### src/rtl/fft_scheduler_pkg.sv
// Shared types and helpers for the FFT time-sharing scheduler.
package fft_sched_pkg;

  typedef enum logic [2:0] {
    S_IDLE,
    S_START,
    S_WAIT,
    S_STREAM,
    S_GAP
  } sched_state_t;

  localparam int CH_MAX = 8;
  localparam int CW_MAX = $clog2(CH_MAX);

  // First pending channel at or after ptr, wrapping at ch; 0 when none pending.
  function automatic int rr_pick(input logic [CH_MAX-1:0] pending,
                                 input logic [CW_MAX-1:0] ptr,
                                 input int ch);
    int pick;
    int j;
    logic found;
    pick  = 0;
    found = 1'b0;
    for (int i = 0; i < CH_MAX; i++) begin
      if (i < ch) begin
        j = int'(ptr) + i;
        if (j >= ch) j = j - ch;
        if (!found && pending[j[CW_MAX-1:0]]) begin
          pick  = j;
          found = 1'b1;
        end
      end
    end
    return pick;
  endfunction

endpackage

### src/rtl/fft_scheduler_arb.sv
// Round-robin channel pick over the pending request vector.
module rr_arbiter
  import fft_sched_pkg::*;
#(
  parameter int CH = 2
) (
  input  logic [CH-1:0]         pending,
  input  logic [$clog2(CH)-1:0] rr_ptr,
  output logic [$clog2(CH)-1:0] pick,
  output logic                  gnt_vld
);

  logic [CH_MAX-1:0] pend_x;
  logic [CW_MAX-1:0] ptr_x;

  assign pend_x  = CH_MAX'(pending);
  assign ptr_x   = CW_MAX'(rr_ptr);
  assign pick    = $clog2(CH)'(rr_pick(pend_x, ptr_x, CH));
  assign gnt_vld = |pending;

endmodule

### src/rtl/fft_scheduler.sv
// Shares one FFT between CH sample channels: queues frame requests, serves
// them round-robin, and tags the returned magnitude stream with channel/bin.
module fft_scheduler
  import fft_sched_pkg::*;
#(
  parameter int CH      = 2,
  parameter int SN      = 12,
  parameter int RN      = 16,
  parameter int SIZE    = 256,
  parameter int GAP     = 16,
  parameter int TIMEOUT = 4096
) (
  input  logic                    clk,
  input  logic                    n_reset,
  input  logic                    en,
  input  logic [CH-1:0]           ch_req,
  input  logic [SN-1:0]           ch_smpl [CH],
  output logic [SN-1:0]           fft_smpl,
  output logic                    fft_start,
  input  logic                    fft_valid,
  input  logic [RN-1:0]           fft_data,
  output logic                    out_valid,
  output logic [$clog2(CH)-1:0]   out_ch,
  output logic [$clog2(SIZE)-1:0] out_bin,
  output logic [RN-1:0]           out_data,
  output logic                    out_last,
  output logic [CH-1:0]           ch_done,
  output logic                    busy,
  output logic                    err
);

  localparam int CW   = $clog2(CH);
  localparam int BW   = $clog2(SIZE);
  localparam int CMAX = (TIMEOUT > GAP) ? TIMEOUT : GAP;
  localparam int CNTW = $clog2(CMAX + 1);

  localparam logic [CNTW-1:0] TMO_LAST = CNTW'(TIMEOUT - 1);
  localparam logic [CNTW-1:0] GAP_LAST = CNTW'(GAP - 1);
  localparam logic [BW-1:0]   BIN_LAST = BW'(SIZE - 1);
  localparam logic [CW-1:0]   CH_LAST  = CW'(CH - 1);

  sched_state_t    state, state_nxt;
  logic [CH-1:0]   pending;
  logic [CW-1:0]   sel, rr_ptr, pick;
  logic            gnt_vld;
  logic [CNTW-1:0] cnt;
  logic [BW-1:0]   bin;
  logic            beat, last_beat, tmo;
  logic [CH-1:0]   done_vec;

  rr_arbiter #(.CH(CH)) u_arb (
    .pending (pending),
    .rr_ptr  (rr_ptr),
    .pick    (pick),
    .gnt_vld (gnt_vld)
  );

  assign fft_smpl  = ch_smpl[sel];
  assign fft_start = (state == S_START);
  assign busy      = (state != S_IDLE);
  assign done_vec  = last_beat ? (CH'(1) << sel) : '0;

  always_ff @(posedge clk or negedge n_reset) begin
    if (!n_reset) state <= S_IDLE;
    else          state <= state_nxt;
  end

  // cnt is shared: Wait latency, Stream bubble run, and Gap length.
  always_comb begin
    state_nxt = state;
    beat      = 1'b0;
    last_beat = 1'b0;
    tmo       = 1'b0;
    case (state)
      S_IDLE:  if (en && gnt_vld) state_nxt = S_START;
      S_START: state_nxt = S_WAIT;
      S_WAIT: begin
        if (fft_valid) begin
          beat      = 1'b1;
          state_nxt = S_STREAM;
        end else if (cnt == TMO_LAST) begin
          tmo       = 1'b1;
          state_nxt = S_GAP;
        end
      end
      S_STREAM: begin
        if (fft_valid) begin
          beat = 1'b1;
          if (bin == BIN_LAST) begin
            last_beat = 1'b1;
            state_nxt = S_GAP;
          end
        end else if (cnt == TMO_LAST) begin
          tmo       = 1'b1;
          state_nxt = S_GAP;
        end
      end
      S_GAP:   if (cnt == GAP_LAST) state_nxt = S_IDLE;
      default: state_nxt = S_IDLE;
    endcase
  end

  always_ff @(posedge clk or negedge n_reset) begin
    if (!n_reset) begin
      cnt     <= '0;
      bin     <= '0;
      sel     <= '0;
      rr_ptr  <= '0;
      pending <= '0;
      err     <= 1'b0;
    end else begin
      cnt     <= (state == S_IDLE || state_nxt != state || beat) ? '0 : cnt + 1'b1;
      // a request landing on the completion cycle wins and re-queues
      pending <= (pending & ~done_vec) | ch_req;
      if (state == S_START) bin <= '0;
      else if (beat)        bin <= bin + 1'b1;
      if (state == S_IDLE && state_nxt == S_START) sel <= pick;
      if (state == S_START) rr_ptr <= (sel == CH_LAST) ? '0 : sel + 1'b1;
      if (tmo) err <= 1'b1;
    end
  end

  always_ff @(posedge clk or negedge n_reset) begin
    if (!n_reset) begin
      out_valid <= 1'b0;
      out_ch    <= '0;
      out_bin   <= '0;
      out_data  <= '0;
      out_last  <= 1'b0;
      ch_done   <= '0;
    end else begin
      out_valid <= beat;
      out_last  <= last_beat;
      ch_done   <= done_vec;
      if (beat) begin
        out_ch   <= sel;
        out_bin  <= bin;
        out_data <= fft_data;
      end
    end
  end

endmodule

### config.mk
export PLATFORM = sky130hd
export DESIGN_NAME = fft_scheduler
export DESIGN_NICKNAME = d
export VERILOG_FILES = /design/src/rtl/fft_scheduler_pkg.sv /design/src/rtl/fft_scheduler_arb.sv /design/src/rtl/fft_scheduler.sv
export SDC_FILE = /design/constraint.sdc
export NUM_CORES = 1
export LEC_CHECK = 0
export BUFFER_PORTS_ARGS = -buffer_cell sky130_fd_sc_hd__buf_2
export CORE_MARGIN = 1.5
export CORE_UTILIZATION = 49
export DETAILED_ROUTE_END_ITERATION = 7
export PLACE_DENSITY_LB_ADDON = 0.08
export SLEW_MARGIN = 0
export SYNTH_ARGS = -nofsm -noshare
export SYNTH_HDL_FRONTEND = slang
export SYNTH_SLANG_ARGS = --single-unit
### constraint.sdc
create_clock -name clk -period 1.85 [get_ports clk]
set_input_delay 0.2775 -clock clk [delete_from_list [all_inputs] [get_ports clk]]
set_output_delay 0.2775 -clock clk [all_outputs]
set_load 0.03 [all_outputs]
==> implementation parameters <==
Parameter                              Value

Outcome
  Status ... complete, no violations

Global route
  Met2 track utilization from global routing ... 31.09%
  Pin count of the biggest net entering global routing ... a little under 60
  Initial antenna violation count ... 0
  Overall fraction of global-route tracks in use ... around 20%
  Met1 capacity usage during global routing ... 25.65%
  Global-route wire length before repair ... about 8400 um
  Grt peak-use layer ... met2
  Met3 demand-to-capacity share in global routing ... 5.556%
  Number of global-route vias before repair ... 1,937
  Final global-route overflow total ... 0

Run
  Total of max-cap violations ... 0

Logic synthesis
  Count of mapped cells out of synthesis ... 267
  Area fraction of the dominant cell type after synthesis ... a little under three fifths
  Avg Inst Size Synth ... 9.672 um2
  Share of flip-flops with an asynchronous set or reset after synthesis ... 100.0%
  Count leader, synth ... sky130_fd_sc_hd__nand2_1
  Commonest cells in the netlist ... sky130_fd_sc_hd__nand2_1, sky130_fd_sc_hd__dfrtp_1, sky130_fd_sc_hd__nor2_1
  Post-Synthesis Net Count ... 315
  Post-synth top area cell ... sky130_fd_sc_hd__dfrtp_1
  Commonest register cell after synthesis ... sky130_fd_sc_hd__dfrtp_1
  Yosys warnings ... 0
  Sequential-to-total area share from yosys stat ... 56.20%
  Post-synth cell types ... 37
  Top post-synthesis cells by area ... sky130_fd_sc_hd__dfrtp_1, sky130_fd_sc_hd__nand2_1, sky130_fd_sc_hd__mux2_2
  Synth Cell Area ... 2582 um2
  Count of flip-flops with a built-in enable after synthesis ... 0
  Number of register bits inferred by synthesis ... 58

Hold path
  Hold endpoint ... out_data[15]$_DFFE_PN0P_
  Class of the worst hold path ... primary input to flop
  Hold_sp ... fft_data[15]
  Hold Crit Depth ... 3

Worst setup path
  Arrival time at the worst endpoint ... a little under 2000 ps
  Data required time of the critical path ... 2060 ps
  Type of destination of the critical path ... flop
  FF-to-FF path depth ... 5
  Critical-path top delay cell ... sky130_fd_sc_hd__or4_1
  Crit path cell chain ... or4_1, o31ai_2, o31a_1, buf_4, nor2_1
  Worst-path maximum fanout ... 6
  FF-to-FF End ... cnt[3]$_DFF_PN0_
  CP Class ... flop to flop
  Critical path startpoint category ... flop
  Max stage delay on crit path ... ~530 ps
  R2R Setup Slk ... 100 ps
  FF-to-FF Start ... cnt[9]$_DFF_PN0_

Power
  Worst ir drop on vdd ... 0.0007600 V
  Static Leak ... ~1.8 nW
  Total power divided by cell area ... about 1200 nW/um2
  Total chip power ... 4.093 mW

STA
  Max Transition Viols Final ... 0
  Hold violation total from the final report ... 0
  Worst clock skew ... between 6 and 7 ps
  Normalized max-slew margin ... 70.54%
  TNS Setup ... 0 ps
  Slew of the pin with the lowest slew margin ... between 400 and 500 ps
  Final critical path time including I/O delays and setup ... 1750 ps
  Highest clock rate ... 571.3 MHz
  Share of the cycle needed by the critical path after routing ... between 90% and 100%
  Finish-stage setup viols ... 0

Clock tree
  Clock latency reported for the late side of the worst-skew pair ... 330 ps
  Root buffer selected by CTS ... sky130_fd_sc_hd__clkbuf_8
  CTS tree ... done
  Clock tree buffer depth ... 2
  Number of CTS-inserted buffers ... 9
  H-Tree Depth ... 3
  Clock slew seen by the registers of the worst setup and hold paths ... around 60 ps
  Total clock sinks ... 58

Cells and area
  Share of layout cells above drive strength 1 ... a little over a third
  Layout Area Growth over Synthesis ... 32.03%
  Multi-input logic area ... 1082 um2
  NumNets Final ... 421
  N_diodes ... 0
  Total non-filler cell area in the finished layout ... 3410 um2
  Fillcell total ... ~460
  Sequential cell area ... 1453 um2
  Finished Core Util ... 66.76%

Route
  Initial DRT Pass Iterations ... 4
  Number of DRC markers in iteration 0 ... 183
  Post-detailed-route DRC marker count ... 0
  Average wire length per cell after detail routing ... between 10 and 15 um
  Drt via density ... around 5
  Total via count after detailed routing ... 2,210
  Sum of routed wire length over all layers ... 5351 um
  Routed Antenna Nets ... 0

Die
  Initial standard-cell utilization of the core ... 50.56%
  Number of placed I/O pins ... 90
  Die height ... 75.60 um
  Area enclosed by the die boundary ... 5715 um2
  Std cell rows ... 26
  Die Span X ... ~76 um
  Placeable core region ... 5107 um2

Place
  RePlAce Congestion ... 0.7844
  Total of buffers placed on input and output ports ... 89
  Cell area after placement ... between 3000 and 4000 um2
  Detailed placer's ending HPWL ... 3666 um
## where the power goes
group          internal, mW  leakage [nW]  switching (mW)
logic                 0.494         0.954           0.850
clock network         0.592        0.0965           0.461
registers              1.50         0.744           0.198
total                  2.58          1.79            1.51
## critical path, delay by kind of cell (launching register included)
family / cells / cell delay (ps)
buffers and inverters: 1 / 150
and+or+nand+nor: 2 / 580
DFF: 1 / 420
AOI/OAI and AO/OA: 2 / 480
## through the flow
stage          std cells  setup slack [ps]  hold slack, ps
2_1_floorplan        267             183.8          -18.09
3_3_place_gp         427             127.0           304.0
3_5_place_dp         427             64.81           302.3
4_1_cts              444             17.84           125.5
5_1_grt              448            -3.668           133.2
6_report             448             99.53           138.8
## registers in the layout, indices dropped and copies added (netlist names)
register,cells
bin,8
out_data,16
out_valid,1
ch_done,2
out_bin,8
err,1
out_ch,1
pending,2
rr_ptr,1
out_last,1
cnt,13
state,3
sel,1
## cell usage in the layout, fill, tap and decap left out, types with 2 or more instances in the layout
cell                       Yosys  routed
sky130_fd_sc_hd__clkinv_2      0       2
sky130_fd_sc_hd__o21bai_1      2       2
sky130_fd_sc_hd__nor2_1       23      23
sky130_fd_sc_hd__buf_2         1      89
sky130_fd_sc_hd__buf_12        0       2
sky130_fd_sc_hd__nand2b_1      3       3
sky130_fd_sc_hd__a21oi_1       3       3
sky130_fd_sc_hd__nand3_1       6       6
sky130_fd_sc_hd__inv_1         6       6
sky130_fd_sc_hd__buf_4         0      11
sky130_fd_sc_hd__ha_1          2       2
sky130_fd_sc_hd__xor2_1        7       7
sky130_fd_sc_hd__dfrtp_1      58      57
sky130_fd_sc_hd__mux2_2       12      12
sky130_fd_sc_hd__and3_1        2       2
sky130_fd_sc_hd__clkbuf_8      0      12
sky130_fd_sc_hd__xnor2_1       9       9
sky130_fd_sc_hd__nand4_1       7       7
sky130_fd_sc_hd__nand2_1      84      84
sky130_fd_sc_hd__or4_1         3       3
sky130_fd_sc_hd__clkbuf_1      6       2
sky130_fd_sc_hd__nor3b_1       2       2
sky130_fd_sc_hd__o21ai_0       6       6
sky130_fd_sc_hd__nor3_1        5       5
sky130_fd_sc_hd__or3_1         4       3
## cells by family after synthesis
group | after synthesis | share of synthesized area, %
AND/OR/NAND/NOR | 147 | 25.39
flip-flops | 58 | 56.20
AO/OA/AOI/OAI | 16 | 4.118
XOR/XNOR | 16 | 5.427
buffers and inverters | 16 | 2.664
multiplexers | 12 | 5.233
adder cells (fa/ha/maj) | 2 | 0.9688
## how the worst max path moves through the flow
| stage | from | endpoint | cells after the start |
|---|---|---|---|
| floorplan | cnt[4]$_DFF_PN0_ | cnt[11]$_DFF_PN0_ | 5 |
| global placement | cnt[9]$_DFF_PN0_ | cnt[10]$_DFF_PN0_ | 4 |
| detailed placement | cnt[9]$_DFF_PN0_ | cnt[0]$_DFF_PN0_ | 4 |
| CTS | sel$_DFFE_PN0P_ | fft_smpl[11] | 2 |
| global route | cnt[9]$_DFF_PN0_ | cnt[3]$_DFF_PN0_ | 5 |
| finish | cnt[9]$_DFF_PN0_ | cnt[3]$_DFF_PN0_ | 5 |
## repair_timing
action	4_1_cts	5_1_grt
endpoints found under the setup margin	0	22
hold buffers	1	0
setup buffers	0	3
endpoints found under the hold margin	58	0
gates resized for setup	0	3
## layout make-up
class	instances	share of cell area [%]
inverter	7	0.7706
tap	70	2.569
clock inverter	2	0.2936
clock buffer	14	5.064
multi-input combinational	194	31.74
timing repair buffer	103	16.95
sequential	58	42.61
## layer usage
metal	routed length, um	share of wire, %	vias up
li1	-	-	1102
met1	2389	45	1027
met2	2558	48	70
met3	282	5.3	11
met4	121	2.3	0
met5	0	0	-
(Power assumes the default switching activity.)
